--- config.mk ---
export PLATFORM = sky130hd
export DESIGN_NAME = quad_step_decoder
export DESIGN_NICKNAME = d
export VERILOG_FILES = /design/src/rtl/quad_pkg.sv /design/src/rtl/quad_chan_filter.sv /design/src/rtl/quad_step_decoder.sv
export SDC_FILE = /design/constraint.sdc
export NUM_CORES = 1
export LEC_CHECK = 0
export BUFFER_PORTS_ARGS = -buffer_cell sky130_fd_sc_hd__buf_2
export CORE_MARGIN = 2
export CORE_UTILIZATION = 49
export CTS_CLUSTER_DIAMETER = 30
export DETAILED_ROUTE_END_ITERATION = 16
export PLACE_DENSITY = 0.66
export SKIP_LAST_GASP = 1
export SLEW_MARGIN = 20
export SYNTH_ARGS = -nofsm -noshare
export SYNTH_HDL_FRONTEND = slang
export SYNTH_HIERARCHICAL = 1
export SYNTH_SLANG_ARGS = --single-unit
--- constraint.sdc ---
create_clock -name clk -period 3.8 [get_ports clk]
set_input_delay 0.19 -clock clk [delete_from_list [all_inputs] [get_ports clk]]
set_output_delay 0.19 -clock clk [all_outputs]
set_load 0.005 [all_outputs]
--- src/rtl/quad_pkg.sv ---
// -----------------------------------------------------------------------------
// quad_pkg
// Shared types and helpers for the quadrature step decoder.
//   state_e        : decoder FSM states (INIT, TRACK)
//   PH_xx          : Gray-coded phase constants, phase = {a, b}
//   CNT_W          : width of the per-channel filter counters (FILTER_LEN <= 15)
//   next_up_phase  : phase that follows the argument when rotating "up"
// -----------------------------------------------------------------------------
package quad_pkg;

    localparam int CNT_W = 4;

    typedef enum logic {
        INIT  = 1'b0,
        TRACK = 1'b1
    } state_e;

    localparam logic [1:0] PH_00 = 2'b00;
    localparam logic [1:0] PH_10 = 2'b10;
    localparam logic [1:0] PH_11 = 2'b11;
    localparam logic [1:0] PH_01 = 2'b01;

    // Up order is 00 -> 10 -> 11 -> 01 -> 00 (channel A leads B).
    function automatic logic [1:0] next_up_phase(input logic [1:0] phase);
        logic [1:0] nxt;
        nxt = PH_00;
        case (phase)
            PH_00:   nxt = PH_10;
            PH_10:   nxt = PH_11;
            PH_11:   nxt = PH_01;
            default: nxt = PH_00;
        endcase
        return nxt;
    endfunction

endpackage

--- src/rtl/quad_chan_filter.sv ---
// -----------------------------------------------------------------------------
// quad_chan_filter
// One encoder channel: 2-FF synchroniser followed by a glitch filter.
// The filtered level only follows the synchronised level after FILTER_LEN
// consecutive differing samples; shorter pulses are dropped.
// Ports:
//   clk      : clock, rising edge
//   reset    : asynchronous active-low reset
//   raw_i    : raw asynchronous channel input
//   filt_o   : filtered channel level
//   stable_o : high once FILTER_LEN consecutive samples matched filt_o
// -----------------------------------------------------------------------------
module quad_chan_filter
    import quad_pkg::*;
#(
    parameter int FILTER_LEN = 3
) (
    input  logic clk,
    input  logic reset,
    input  logic raw_i,
    output logic filt_o,
    output logic stable_o
);

    localparam logic [CNT_W-1:0] LEN    = CNT_W'(FILTER_LEN);
    localparam logic [CNT_W-1:0] LEN_M1 = CNT_W'(FILTER_LEN - 1);

    logic [1:0]       sync_q;
    logic [1:0]       fill_q;
    logic [CNT_W-1:0] diff_cnt_q, diff_cnt_d;
    logic [CNT_W-1:0] stab_cnt_q, stab_cnt_d;
    logic             filt_q, filt_d;
    logic             sample;

    assign sample = sync_q[1];

    always_comb begin
        diff_cnt_d = '0;
        stab_cnt_d = stab_cnt_q;
        filt_d     = filt_q;
        if (sample != filt_q) begin
            stab_cnt_d = '0;
            if (diff_cnt_q == LEN_M1) begin
                filt_d = sample;
            end else begin
                diff_cnt_d = diff_cnt_q + 1'b1;
            end
        end else if (fill_q[1] && (stab_cnt_q != LEN)) begin
            // Stability is only counted once the synchroniser holds real
            // samples, so INIT cannot complete on reset-value contents.
            stab_cnt_d = stab_cnt_q + 1'b1;
        end
    end

    always_ff @(posedge clk or negedge reset) begin
        if (!reset) begin
            sync_q     <= 2'b00;
            fill_q     <= 2'b00;
            diff_cnt_q <= '0;
            stab_cnt_q <= '0;
            filt_q     <= 1'b0;
        end else begin
            sync_q     <= {sync_q[0], raw_i};
            fill_q     <= {fill_q[0], 1'b1};
            diff_cnt_q <= diff_cnt_d;
            stab_cnt_q <= stab_cnt_d;
            filt_q     <= filt_d;
        end
    end

    assign filt_o   = filt_q;
    assign stable_o = (stab_cnt_q == LEN);

endmodule

--- src/rtl/quad_step_decoder.sv ---
// -----------------------------------------------------------------------------
// quad_step_decoder
// Decodes a two-channel quadrature encoder into a one-cycle step pulse and a
// direction bit (x4 decoding). Illegal two-bit phase jumps set a sticky error.
// Ports:
//   clk      : clock, rising edge
//   reset    : asynchronous active-low reset
//   enc_a    : raw encoder channel A (asynchronous)
//   enc_b    : raw encoder channel B (asynchronous)
//   err_clr  : synchronous clear of error (a coincident new error wins)
//   step     : one-cycle pulse per valid phase transition
//   upordown : direction of last valid step, 1 = up, 0 = down
//   error    : sticky illegal-transition flag
// -----------------------------------------------------------------------------
module quad_step_decoder
    import quad_pkg::*;
#(
    parameter int FILTER_LEN = 3
) (
    input  logic clk,
    input  logic reset,
    input  logic enc_a,
    input  logic enc_b,
    input  logic err_clr,
    output logic step,
    output logic upordown,
    output logic error
);

    logic       a_f, b_f;
    logic       a_stable, b_stable;
    logic [1:0] phase;

    state_e     state_q, state_d;
    logic [1:0] prev_phase_q, prev_phase_d;
    logic       step_q, step_d;
    logic       dir_q, dir_d;
    logic       err_q, err_d;

    quad_chan_filter #(.FILTER_LEN(FILTER_LEN)) u_filt_a (
        .clk      (clk),
        .reset    (reset),
        .raw_i    (enc_a),
        .filt_o   (a_f),
        .stable_o (a_stable)
    );

    quad_chan_filter #(.FILTER_LEN(FILTER_LEN)) u_filt_b (
        .clk      (clk),
        .reset    (reset),
        .raw_i    (enc_b),
        .filt_o   (b_f),
        .stable_o (b_stable)
    );

    assign phase = {a_f, b_f};

    always_comb begin
        state_d      = state_q;
        prev_phase_d = prev_phase_q;
        step_d       = 1'b0;
        dir_d        = dir_q;
        // Clear first so that an error detected below overrides it.
        err_d        = err_q & ~err_clr;
        case (state_q)
            INIT: begin
                if (a_stable && b_stable) begin
                    prev_phase_d = phase;
                    state_d      = TRACK;
                end
            end
            TRACK: begin
                if (phase != prev_phase_q) begin
                    prev_phase_d = phase;
                    if (next_up_phase(prev_phase_q) == phase) begin
                        step_d = 1'b1;
                        dir_d  = 1'b1;
                    end else if (next_up_phase(phase) == prev_phase_q) begin
                        step_d = 1'b1;
                        dir_d  = 1'b0;
                    end else begin
                        // Both bits moved at once: position is ambiguous.
                        err_d = 1'b1;
                    end
                end
            end
            default: state_d = INIT;
        endcase
    end

    always_ff @(posedge clk or negedge reset) begin
        if (!reset) begin
            state_q      <= INIT;
            prev_phase_q <= PH_00;
            step_q       <= 1'b0;
            dir_q        <= 1'b0;
            err_q        <= 1'b0;
        end else begin
            state_q      <= state_d;
            prev_phase_q <= prev_phase_d;
            step_q       <= step_d;
            dir_q        <= dir_d;
            err_q        <= err_d;
        end
    end

    assign step     = step_q;
    assign upordown = dir_q;
    assign error    = err_q;

endmodule

## Word-level counts from Yosys, hierarchy flattened

Cells that the tools add are included.
W data, S select, Z words.

- Memory bits (writable): 0
- Register bits after elaboration: 32
- Latch bits: 0
- Memories: 0
- Bits in read-only memories: 0
- Output and inout bits: 3
- Input port bits: 5

- Multipliers: 0
- $lt $le $gt $ge: 0
- Div/mod/pow operators: 0
- Equality and inequality tests: 17
- Add/subtract/negate cells: 4
- Bitwise logic cells: 3
- Reductions and logical operators: 12
- Muxes and demuxes: 30
- Shift-type cells: 0

Operators with widths:

| kind | number |
|---|---|
| $mux W4 | 8 |
| $add A4 B1 Y4 const B | 4 |
| $eq A4 B2 Y1 const B | 4 |
| $mux W2 | 7 |
| $mux W1 | 12 |
| $pmux W2 S3 | 2 |
| $eq A2 B2 Y1 const B | 4 |
| $ne A4 B2 Y1 const B | 2 |
| $reduce_and A2 Y1 | 3 |
| $reduce_bool A2 Y1 | 3 |
| $eq A2 B2 Y1 | 2 |
| $logic_not A2 Y1 | 2 |
| $pmux W2 S2 | 1 |
| $logic_and A1 B1 Y1 | 3 |
| $reduce_and A3 Y1 | 1 |
| $ne A1 B1 Y1 | 2 |
| $ne A2 B1 Y1 const B | 1 |
| $ne A2 B2 Y1 | 1 |
| $ne A2 B2 Y1 const B | 1 |
| $not A1 Y1 | 2 |
| $and A1 B1 Y1 | 1 |

## Longest topological paths before layout

Gate-level depths: netlist of the first run.

- Depth in word-level cells: 13
- Mapped depth: 5
- Gate-level depth less buffers: 5

## By module

The synthesis of the first run kept the hierarchy.

By module, submodules not included:

| module | cells each | area each (µm²) | times used |
|---|---|---|---|
| quad_chan_filter (u_filt_a) | 47 | 556.8 | 1 |
| quad_chan_filter (u_filt_b) | 47 | 549.3 | 1 |
| quad_step_decoder | 23 | 265.3 | 1 |

## Least setup slack after synthesis of the first run

No wires, ideal clock.

- Path kind: reg-to-reg
- From: register u_filt_a.stab_cnt_q[0]
- To: register prev_phase_q[1]
- Cell stages (with the launch flop): 5
- Required time: 3675 ps
- Setup slack: 2397 ps
- Path buffers: 0
- Setup time: 125 ps
- Data arrival time: 1278 ps
- Cell sequence: dfrtp_1 > ha_1 > nor3b_2 > a21oi_2 > mux2_2

- Word-level cells in the longest chain between the ends: 4

RTL lines:

| what | line | text |
|---|---|---|
| start: declaration | quad_chan_filter.sv:31 | `logic [CNT_W-1:0] stab_cnt_q, stab_cnt_d;` |
| start signal: assignment | quad_chan_filter.sv:66 | `stab_cnt_q <= stab_cnt_d;` |
| $eq A4 B2 Y1 | quad_chan_filter.sv:72 | `assign stable_o = (stab_cnt_q == LEN);` |
| net a_stable | quad_step_decoder.sv:31 | `logic a_stable, b_stable;` |
| $logic_and A1 B1 Y1 | quad_step_decoder.sv:67 | `if (a_stable && b_stable) begin` |
| $ne A2 B2 Y1 (no source line) | n/a |  |
| $reduce_and A2 Y1 (no source line) | n/a |  |
| end signal: assignment | quad_step_decoder.sv:100 | `prev_phase_q <= prev_phase_d;` |
| end: declaration | quad_step_decoder.sv:35 | `logic [1:0] prev_phase_q, prev_phase_d;` |

The timed path passes the listed nets, and every way through them passes these cells.
A chain may end at the register's enable or synchronous reset.

## Worst setup path after layout of the first run

Same ends and word-level chain as after synthesis.

==> flow_summary.yaml, run 1 <==
pwr:
  power.density_mw_per_mm2: 606
  ir_worst_vdd_v: 0.000358
  leakagePower_nw: 0.738
timing:
  fin_skew_ps: 9.27
  timing.final.hold_violations: 0
  slew_viol_final: 0
  worst_pin_slew_ps: 687
  setup-violations-final: 0
  slew_headroom_pct: 54.2
  finalCritPeriodShare_pct: 39.7
  fmax_ghz: 0.663
  rsz0062_at_grt: "no"
  fin_tns_setup_ps: 0
  timing.final.crit_period_ps: 1510
placed_design:
  post-dp-hpwl_um: 1460
  io_buffers: 7
  place_congestion: 0.752
floorplanning:
  die_w_um: 56.9
  die_y_um: 56.9
  rows: 19
  die_area_mm2: 0.00324
  io_pins: 8
  start_util_pct: 50.6
  core_mm2: 0.00271
routing:
  routed_wl_um: 2060
  drc: 0
  routed_via_density: 5.19
  vias: 862
  drt.antenna.violating_nets: 0
  drt_iter0_drc: 25
  wl_per_cell_um: 12.4
  firstDrtPassIters: 4
logic_synthesis:
  syn_area_per_cell_um2: 11.7
  syn_inst: 117
  synth_area_leaders: "dfrtp_1 58%, ha_1 5.5%, xor2_1 5.1%"
  syn_nets: 128
  syn_area_mm2: 0.00137
  synth_top_cell_area_share_pct: 58.4
  synth_edf_count: 0
  synth_warnings: 6
  synth.most_common_cell: "dfrtp_1"
  synth_ff_type: "dfrtp_1"
  ys_seq_area_share_pct: 58.4
  yosys.cell_types.count: 25
  ys_top_cells_by_count: "32 x dfrtp_1, 11 x nor2_1, 8 x a21oi_1, 8 x xor2_1"
  ys_ff_latch: 32
  yosys.area.top_type: "dfrtp_1"
  async_flop_share_pct: 100
cts:
  clockRootBuffer: "clkbuf_4"
  cts_tree: "yes"
  cts_buffers: 5
  clk_pin_slew_worst_paths_ps: 90
  clk_latency_ps: 320
  cts_setup_buffers: 0
  clk_path_buf_depth: 2
  ctsHtreeMaxLevel: 2
  cts_num_sinks: 32
  cts_hold_buf: 3
  cts-resized-gates: 0
setup_path:
  path_max_fanout: 5
  worstPathRequired_ps: 4010
  crit_type: "flip-flop to flip-flop"
  crit_arrival_ps: 1720
  end_kind: "flip-flop"
  critPathLaunchType: "flip-flop"
  cp-startpoint: "u_filt_a/stab_cnt_q[0]"
  worstReg2RegStart: "u_filt_a/stab_cnt_q[0]"
flow_run:
  max_cap_viol_count: 0
grt:
  use_met2_pct: 25.5
  grt_first_pass_wirelength_um: 3840
  antenna_found_initial: 0
  grt_pass1_vias: 917
  gr-total-overflow: 0
  globalRoute.busiestLayer: "met2"
  grt_max_degree: 33
  grtUsageMet1_pct: 18.7
  grt_use_total_pct: 15.9
  use_met3_pct: 7.60
finish:
  finalNetCount: 146
  areaGrowthSynthToFinish_pct: 13.0
  final_util_pct: 57.2
  drive_above_1_share_pct: 17.0
  final.fill_count: 237
  num_antenna_cells: 0
worst_hold_path:
  hold_class: "flip-flop to flip-flop"
  min_from: "u_filt_b/sync_q[0]"
run_status:
  status: "complete, no violations"
==> critical path, stage by stage, from the launching register on <==
cell     delay, ps
dfrtp_1        420
ha_1           230
nor3b_2        200
a21oi_2        210
mux2_2         350
==> layout by cell type (no fill, tap or decap), types with 3 or more instances in the layout <==
cell	n
nand2_1	6
dlygate4sd3_1	4
xor2_1	8
nand2b_1	4
nor2_1	11
clkbuf_4	5
ha_1	6
buf_2	7
mux2_2	3
o21ai_0	4
nand3_1	3
dfrtp_1	32
inv_1	5
a21oi_1	8
xnor2_1	4
==> where the power goes <==
part           internal (mW)  switching [mW]
logic                  0.118           0.129
registers              0.408          0.0761
clock network          0.105           0.103
total                  0.631           0.308
==> registers in the layout, indices dropped and copies added (netlist names) <==
register	flops
u_filt_a/diff_cnt_q	4
u_filt_a/stab_cnt_q	4
u_filt_b/diff_cnt_q	4
u_filt_b/stab_cnt_q	4
prev_phase_q	2
u_filt_a/fill_q	2
u_filt_a/sync_q	2
u_filt_b/fill_q	2
u_filt_b/sync_q	2
error	1
state_q	1
step	1
u_filt_a/filt_o	1
u_filt_b/filt_o	1
upordown	1
==> through the flow <==
step | instances | setup WS [ps] | power (mW) | area [um^2] | hold WS [ps]
5_1_grt | 166 | 2180 | 1.03 | 1550 | 365
4_1_cts | 165 | 2290 | 0.955 | 1540 | 9.23
6_report | 166 | 2290 | 0.939 | 1550 | 354
3_3_place_gp | 155 | 2370 | 0.716 | 1450 | 267
3_5_place_dp | 155 | 2300 | 0.740 | 1450 | 277
2_1_floorplan | 117 | 2400 | 0.668 | 1370 | -106
==> path summary, 6_finish.rpt <==
check / end / cells past startpoint / slack, ps
worst min-delay path: u_filt_b/sync_q[1] / 0 / 350
min in group asynchronous: upordown / 2 / 440
max in group asynchronous: u_filt_a/diff_cnt_q[0] / 2 / 2910
worst max register to register: prev_phase_q[1] / 4 / 2290
worst min register to register: u_filt_b/sync_q[1] / 0 / 350
worst max-delay path: prev_phase_q[1] / 4 / 2290
==> cell families after synthesis <==
| logic type | Yosys count | share of synthesized area (%) |
|---|---|---|
| simple gates | 34 | 13.6 |
| fa+ha+maj | 6 | 5.47 |
| buf+inv | 7 | 1.92 |
| flops | 32 | 58.4 |
| xor+xnor | 13 | 8.85 |
| other cells | 2 | 0.548 |
| compound gates | 19 | 7.94 |
| mux | 4 | 3.28 |
==> area by class of cell <==
class / count / area [um^2] / share of cell area [%]
clock buffers: 7 / 65.1 / 4.20
flip-flops and latches: 32 / 801 / 51.7
inverters: 7 / 26.3 / 1.69
well taps: 31 / 38.8 / 2.50
multi-input cells: 78 / 544 / 35.1
repair buffers: 11 / 75.1 / 4.84
==> per-layer routing <==
metal  vias to the layer above  share of wire [%]
li1                        428                  -
met3                         2                4.5
met4                         0               0.68
met2                        16                 51
met5                         -                  0
met1                       416                 44
Note: power is estimated with default switching activity, not from simulation.
==> run 2, diff against run 1 <==
ABC_AREA = 1   (was unset)
clock period = 1.4 ns   (was 3.8 ns; I/O delays follow)
==> run 2 against run 1 <==
Effect of this change:
- the run now ends with DRC left
- clock power grew to 2.6 times the previous value
- worst setup slack worse by 2100 ps
- flip-flop and latch count stayed put
- sequential share of layout area is 2.7 points lower
- clock skew is 5.8 ps lower
- non-clock buffer count stayed put
- register-to-register slack worse by 2100 ps
- synthesized area is 6.6% higher
- fmax is 23% higher
- critical endpoint is now prev_phase_q[0]
==> flow_summary.yaml, run 2 <==
finish:
  areaGrowthSynthToFinish_pct: 12.0
  final.fill_count: 258
  multi_input_area_um2: 589
  drive_above_1_share_pct: 16.4
  finalNetCount: 193
  final_cell_mix: "46 x nand2_1, 32 x dfrtp_1, 17 x inv_1"
  num_antenna_cells: 0
  layout_commonest_cell: "nand2_1"
  seq_area_um2: 801
  final_util_pct: 58.3
timing:
  slew_viol_final: 0
  timing.final.crit_period_ps: 1230
  finalCritPeriodShare_pct: 87.7
  timing.final.hold_violations: 0
  slew_headroom_pct: 54.8
  fin_tns_setup_ps: 0
  setup-violations-final: 0
  worst_pin_slew_ps: 678
  rsz0062_at_grt: "no"
  fmax_ghz: 0.815
  fin_skew_ps: 3.50
logic_synthesis:
  ys_ff_latch: 32
  yosys.area.top_type: "dfrtp_1"
  yosys.cell_types.count: 18
  syn_area_mm2: 0.00146
  async_flop_share_pct: 100
  synth_edf_count: 0
  syn_nets: 175
  synth_area_leaders: "dfrtp_1 55%, nand2_1 12%, ha_1 5.1%"
  syn_area_per_cell_um2: 8.91
  synth_warnings: 6
  synth_top_cell_area_share_pct: 54.8
  ys_top_cells_by_count: "46 x nand2_1, 32 x dfrtp_1, 17 x inv_1"
  synth.most_common_cell: "nand2_1"
  synth_ff_type: "dfrtp_1"
  ys_seq_area_share_pct: 54.8
  syn_inst: 164
flow_run:
  max_cap_viol_count: 0
worst_hold_path:
  hold_class: "input pin to asynchronous set/reset pin"
floorplanning:
  start_util_pct: 52.1
  die_w_um: 58.6
  die_area_mm2: 0.00344
  rows: 19
  core_mm2: 0.00281
  io_pins: 8
  die_y_um: 58.6
setup_path:
  critPathLaunchType: "flip-flop"
  worstPathRequired_ps: 1630
  cp.depth: 7
  path_max_fanout: 4
  r2r-end: "prev_phase_q[0]"
  worstReg2RegStart: "u_filt_a/stab_cnt_q[0]"
  cpMaxStageDelayCell: "dfrtp_1"
  ff2ff_path_depth: 7
  crit_arrival_ps: 1450
  critPathMaxStageDelay_ps: 420
  crit_buf_inv: 1
  reg2reg_slack_ps: 170
  crit_family: "flip-flops"
  cp-endpoint: "prev_phase_q[0]"
  crit_type: "flip-flop to flip-flop"
  path_cells: "ha_1 > nand2_1 > inv_1 > nand2_1 > nand2_1 > nand3_1 > nand2_1"
  cp-startpoint: "u_filt_a/stab_cnt_q[0]"
  path_common_cell: "nand2_1"
  end_kind: "flip-flop"
routing:
  drt.antenna.violating_nets: 0
  drc: 1
  routed_via_density: 4.80
  drt_iter0_drc: 30
  vias: 1028
  routed_wl_um: 2230
  wl_per_cell_um: 10.4
  firstDrtPassIters: 10
cts:
  cts_num_sinks: 32
  cts_hold_buf: 4
  clk_path_buf_depth: 2
  cts_buffers: 5
  ctsHtreeMaxLevel: 2
  clk_latency_ps: 330
  cts_tree: "yes"
  clockRootBuffer: "clkbuf_4"
  cts_setup_buffers: 0
  cts-resized-gates: 0
  clk_pin_slew_worst_paths_ps: 90
grt:
  grt_first_pass_wirelength_um: 4060
  gr-total-overflow: 0
  antenna_found_initial: 0
  grt_use_total_pct: 16.2
  grt_pass1_vias: 1010
  grt_max_degree: 33
placed_design:
  post-dp-hpwl_um: 1630
  io_buffers: 7
  place_congestion: 0.744
pwr:
  power.density_mw_per_mm2: 1550
  ir_worst_vdd_v: 0.000892
  leakagePower_nw: 0.892
run_status:
  status: "finished with violations"
  violations: "DRC"
==> run 2: changes by cell type in the layout (fill, tap and decap cells not counted), sizes merged, moves of 6 or more <==
cell	previous run	this run
nand2	6	55
nand3	3	17
inv	7	19
a21oi	9	0
nor2	11	18
xor2	8	2
==> run 2: worst min-delay path by stage <==
stage	startpoint	to	cells past startpoint	slack, ps
final	reset	error	2	310
after global routing	enc_a	u_filt_a/sync_q[0]	2	350
after CTS	reset	u_filt_b/filt_o	2	330
after detailed placement	reset	error	1	160
after global placement	reset	error	1	150
after floorplan	reset	error	0	-230
==> run 2: layout make-up <==
type                       count  area share (%)
tap                           31            2.37
sequential                    32            48.9
inverter                      19            4.36
timing repair buffer          11            4.59
clock inverter                 2           0.612
clock buffer                   6            3.13
multi-input combinational    113            36.0
==> run 2: cells by family (layout without fill, tap and decap cells) <==
group,Yosys count,after routing,share of synthesized area [%]
AND/OR/NAND/NOR,96,96,30.4
flip-flops,32,32,54.8
buffers and inverters,19,38,4.88
adder cells (fa/ha/maj),6,6,5.14
AO/OA/AOI/OAI,5,5,1.88
XOR/XNOR,4,4,2.40
other,2,2,0.514
==> run 2: power breakdown <==
| part | internal, mW | leakage (nW) | switching (mW) |
|---|---|---|---|
| Combinational | 0.277 | 0.437 | 0.437 |
| Sequential | 1.09 | 0.417 | 0.192 |
| Clock | 0.239 | 0.0380 | 0.298 |
| Total | 1.60 | 0.892 | 0.926 |
==> run 2: through the flow <==
| stage | power [mW] | cell area [um^2] | cells | hold WS, ps | setup slack, ps |
|---|---|---|---|---|---|
| floorplan | 1.84 | 1460 | 164 | -226 | 273 |
| global placement | 1.97 | 1540 | 202 | 149 | 235 |
| detailed placement | 2.02 | 1540 | 202 | 164 | 189 |
| CTS | 2.57 | 1640 | 214 | 332 | 174 |
| global route | 2.79 | 1640 | 214 | 353 | 55.5 |
| finish | 2.53 | 1640 | 214 | 314 | 173 |
==> run 2: metal layers <==
metal | vias to the layer above | share of wire (%) | global-route usage [%]
met5 | - | 0 | 0
met4 | 0 | 1.9 | 6.82
met3 | 6 | 3.9 | 7.25
met2 | 10 | 46 | 26.6
met1 | 466 | 48 | 18.3
li1 | 546 | - | -
